$ cat config.mk
export PLATFORM = sky130hd
export DESIGN_NAME = updown_step_counter
export DESIGN_NICKNAME = d
export VERILOG_FILES = /design/src/rtl/updown_step_counter.sv
export SDC_FILE = /design/constraint.sdc
export NUM_CORES = 1
export LEC_CHECK = 0
export ABC_AREA = 1
export CELL_PAD_IN_SITES_DETAIL_PLACEMENT = 1
export CELL_PAD_IN_SITES_GLOBAL_PLACEMENT = 1
export CORE_ASPECT_RATIO = 1.75
export CORE_MARGIN = 4
export CORE_UTILIZATION = 46
export CTS_BUF_LIST = sky130_fd_sc_hd__clkbuf_4
export DETAILED_ROUTE_END_ITERATION = 10
export HOLD_SLACK_MARGIN = 0.08
export PLACE_DENSITY_LB_ADDON = 0.3
export SYNTH_ARGS = -nofsm -noshare
export SYNTH_HDL_FRONTEND = slang
export SYNTH_SLANG_ARGS = --single-unit
export TNS_END_PERCENT = 50
$ cat constraint.sdc
create_clock -name clk -period 12.5 [get_ports clk]
set_clock_uncertainty 0.05 [all_clocks]
set_input_delay 2.5 -clock clk [delete_from_list [all_inputs] [get_ports clk]]
set_output_delay 2.5 -clock clk [all_outputs]
set_load 0.05 [all_outputs]
$ cat src/rtl/updown_step_counter.sv
// updown_step_counter
//   Generic up/down counter with a runtime step, a runtime inclusive upper
//   limit, wrap-or-saturate mode, parallel load, and carry/terminal flags.
//
// Ports
//   clk      : clock, all state updates on the rising edge
//   rst      : synchronous reset, active-high (highest priority)
//   en       : count enable
//   down     : 0 = count up, 1 = count down
//   step     : increment/decrement magnitude
//   wrap     : 1 = modulo (limit+1) wrap, 0 = saturate at 0 / limit
//   limit    : inclusive upper bound of the count range [0, limit]
//   load     : parallel load strobe
//   load_val : value to load (clamped to limit)
//   out      : registered count
//   carry    : registered one-cycle pulse, set when an update wrapped or clamped
//   tc       : combinational terminal count for the current direction
module updown_step_counter #(
  parameter int unsigned WIDTH  = 8,
  parameter int unsigned STEP_W = 4
) (
  input  logic              clk,
  input  logic              rst,
  input  logic              en,
  input  logic              down,
  input  logic [STEP_W-1:0] step,
  input  logic              wrap,
  input  logic [WIDTH-1:0]  limit,
  input  logic              load,
  input  logic [WIDTH-1:0]  load_val,
  output logic [WIDTH-1:0]  out,
  output logic              carry,
  output logic              tc
);

  logic [WIDTH-1:0] out_q, out_d;
  logic             carry_q, carry_d;

  // All arithmetic is done in WIDTH+1 bits so that limit+1 (up to 2^WIDTH)
  // and out+s_eff (up to 2*limit+1) never overflow.
  logic [WIDTH:0] lim_p1;
  logic [WIDTH:0] step_ext;
  logic [WIDTH:0] s_eff;
  logic [WIDTH:0] out_ext;
  logic [WIDTH:0] sum;
  logic [WIDTH:0] sum_wrapped;
  logic [WIDTH:0] diff_wrapped;

  always_comb begin
    lim_p1       = {1'b0, limit} + {{WIDTH{1'b0}}, 1'b1};
    step_ext     = {{(WIDTH + 1 - STEP_W){1'b0}}, step};
    // A step larger than the range size is one full revolution at most.
    s_eff        = (step_ext > lim_p1) ? lim_p1 : step_ext;
    out_ext      = {1'b0, out_q};
    sum          = out_ext + s_eff;
    sum_wrapped  = sum - lim_p1;
    diff_wrapped = (out_ext + lim_p1) - s_eff;
  end

  always_comb begin
    out_d   = out_q;
    carry_d = 1'b0;
    if (out_q > limit) begin
      // Limit was lowered below the current count: pull the count back in.
      out_d = limit;
    end else if (load) begin
      out_d = (load_val > limit) ? limit : load_val;
    end else if (en) begin
      if (!down) begin
        if (sum > {1'b0, limit}) begin
          out_d   = wrap ? WIDTH'(sum_wrapped) : limit;
          carry_d = 1'b1;
        end else begin
          out_d = WIDTH'(sum);
        end
      end else begin
        if (out_ext >= s_eff) begin
          out_d = WIDTH'(out_ext - s_eff);
        end else begin
          out_d   = wrap ? WIDTH'(diff_wrapped) : '0;
          carry_d = 1'b1;
        end
      end
    end
  end

  always_ff @(posedge clk) begin
    if (rst) begin
      out_q   <= '0;
      carry_q <= 1'b0;
    end else begin
      out_q   <= out_d;
      carry_q <= carry_d;
    end
  end

  assign out   = out_q;
  assign carry = carry_q;
  assign tc    = (!down && (out_q == limit)) || (down && (out_q == '0));

endmodule
==> results.yml <==
synthesis:
  synth_area_mm2: 0.003368
  yosys_warnings: 0
  ys_seq_area_frac: 0.05349
  synth-seq-cells: 9
  avgSynthCellArea_um2: 6.440
  syn_inst: 523
  ys_types: 46
global_route:
  met3_usage: 0.01824
  use_met1: 0.2913
  use_met2: 0.5701
  grt_max_degree: 19
  antenna_found_initial: 0
  grt_overflow: 0
  grt_pass1_vias: 4236
  busiest_layer: "met2"
  track_usage: 0.2983
  grt_pass1_wl_mm: 20.25
route:
  final_antenna_net_count: 0
  wl_per_cell_um: 19.02
  drcViolationCount: 0
  drt-total-wl_mm: 12.44
  vias_per_cell: 5.830
  drt_first_pass_iters: 4
  dr.first_iter.drc_count: 163
  vias: 3813
pwr:
  power.static_leakage_uw: 0.002022
  power.density_mw_per_mm2: 162.9
  ir_worst_vdd_v: 0.00008433
  finalPower_uw: 628.8
floorplan:
  fp.dieArea_mm2: 0.008809
  die_w_um: 72.69
  io_pins: 36
  core_area_mm2: 0.007182
  rows: 41
  die_y_um: 121.2
  initial_core_util: 0.4690
timing:
  finalCritPeriodShare: 0.6812
  tightest_slew_ps: 666.2
  finalMaxSlewViolations: 0
  layout_min_cycle_time_ps: 8515
  rsz0062_at_grt: "no"
  max_freq_ghz: 0.1174
  fin_ws_ps: 3985
  setup_viol: 0
  hold_viol_final: 0
  setup_tns_ps: 0
  hold_ws_ps: 630.2
  relSlewSlack: 0.5545
cts:
  cts_buffer_depth: 2
  cts_setup_buffers: 0
  clk_latency_ps: 300
  cts.sinks: 9
  root_buffer: "clkbuf_4"
  cts.reportedPaths.clkPinSlew_ps: 80
  cts_hold_buffers: 0
  post_cts_resized: 0
  cts_buffers: 3
  cts_tree: "built"
  cts-htree-levels: 1
critical_path:
  rr_worst_depth: 20
  cp-start-kind: "input pin"
  cp_max_fo: 14
  cp_common_cell: "o21ai_0"
  end_kind: "flop"
  cp_data_arrival_time_ps: 8700
  critPathSlowestCell: "clkdlybuf4s50_1"
  crit_type: "input pin to flop"
  cp_slowest_stage_delay_ps: 650
  required_ps: 12680
place:
  io_buffers: 35
  pre_cts_ws_ps: 3760
  globalplace.congestion: 0.8980
  dp_hpwl_mm: 10.77
layout:
  drive_above_1_share: 0.09507
  nets: 663
  syn_to_final_growth_pct: 14.56
  n_antenna_cell: 0
job:
  cap_violations: 0
outcome:
  status: "complete, no violations"
hold_path:
  hold_path.class: "flop to flop"
  worst_hold_path.num_cells: 2
-- power breakdown --
| part | internal [uW] | leakage, uW | switching [uW] |
|---|---|---|---|
| Clock | 14.6 | 0.0000184 | 15.6 |
| Combinational | 189 | 0.00193 | 355 |
| Sequential | 36.1 | 0.0000748 | 18.8 |
-- stage by stage --
stage | instance area (um^2) | std cells | util
after floorplan | 3413 | 535 | -
after global placement | 3829 | 650 | 0.5331
after detailed placement | 3829 | 650 | 0.5331
after CTS | 3859 | 654 | 0.5373
after global routing | 3859 | 654 | 0.5373
final | 3859 | 654 | 0.5373
-- critical path, delay by kind of cell --
kind                     cells  cell delay, ps
adder cells (fa/ha/maj)      5            1820
buffers and inverters        6            1060
XOR/XNOR                     1             310
AO/OA/AOI/OAI               10            1750
AND/OR/NAND/NOR             11            1240
-- cells in the final DEF, fill, tap and decap left out, types with 5 or more instances in the layout --
cell             Yosys  layout
nand4_1             10      10
xor2_1               8       8
a21oi_2              6       6
fa_1                10      10
o21ai_1              5       5
nand2_2             12      12
clkdlybuf4s50_1      0      35
ha_1                58      58
nand3_1             41      41
nand3_2              6       6
inv_1               76      76
nor2_1              21      21
o21ai_0             34      34
dfxtp_1              9       9
nand2_1            120     120
o211ai_1            12      12
nor2_2               5       5
inv_2                7       7
a21oi_1             37      37
xnor2_1              5       5
conb_1               2      14
-- registers in the layout, indices dropped and copies added (netlist names) --
register  cells
out           8
carry         1
-- metal layers --
metal	up-vias	routed length (um)
li1	1820	-
met5	-	0
met3	50	298
met1	1856	4359
met4	0	909
met2	87	6873
-- Yosys cell counts, drive strengths merged --
cell     instances  area share
dfxtp            9       0.053
fa              10       0.059
a21o             2      0.0045
o221ai           1      0.0026
o2111ai          3      0.0078
buf              3      0.0082
xnor2            5       0.013
a211oi           2      0.0045
nor3             1      0.0015
o21a             2      0.0045
xor2             9       0.026
nor2            27       0.036
nand2          136        0.17
ha              58        0.22
conb             2      0.0022
o211ai          12       0.027
a311oi           1      0.0026
a41oi            1      0.0026
or2              1      0.0019
clkbuf           3      0.0045
o31ai            2      0.0085
nand4           10       0.019
clkinv           1      0.0011
o21ai           40       0.061
inv             86       0.098
o22ai            1      0.0019
and2             1      0.0019
nand3           48       0.084
a31oi            2      0.0037
a21oi           44       0.075
-- path summary, 6_finish.rpt --
kind / slack, ps / end / from
hold reg to reg: 630 / out[0] / out[0]
setup reg to reg: 8510 / out[7] / out[1]
setup / recovery: 3990 / out[7] / limit[0]
hold / removal: 630 / out[0] / out[0]
-- final cells by class --
class	instances	area, um^2
inverter	87	334.1
timing repair buffer	35	350.3
sequential	9	180.2
clock buffer	4	30.03
fill	1038	3323
multi-input combinational	433	2856
tap	86	107.6
-- logic make-up (layout without fill, tap and decap cells) --
family	after synthesis	count (layout)	share of synthesized area
flip-flops	9	9	0.05349
XOR/XNOR	14	14	0.03863
AO/OA/AOI/OAI	113	113	0.2058
adder cells (fa/ha/maj)	68	68	0.2749
other	2	14	0.002230
buffers and inverters	93	126	0.1118
AND/OR/NAND/NOR	224	224	0.3132
Note: power is estimated with default switching activity, not from simulation.
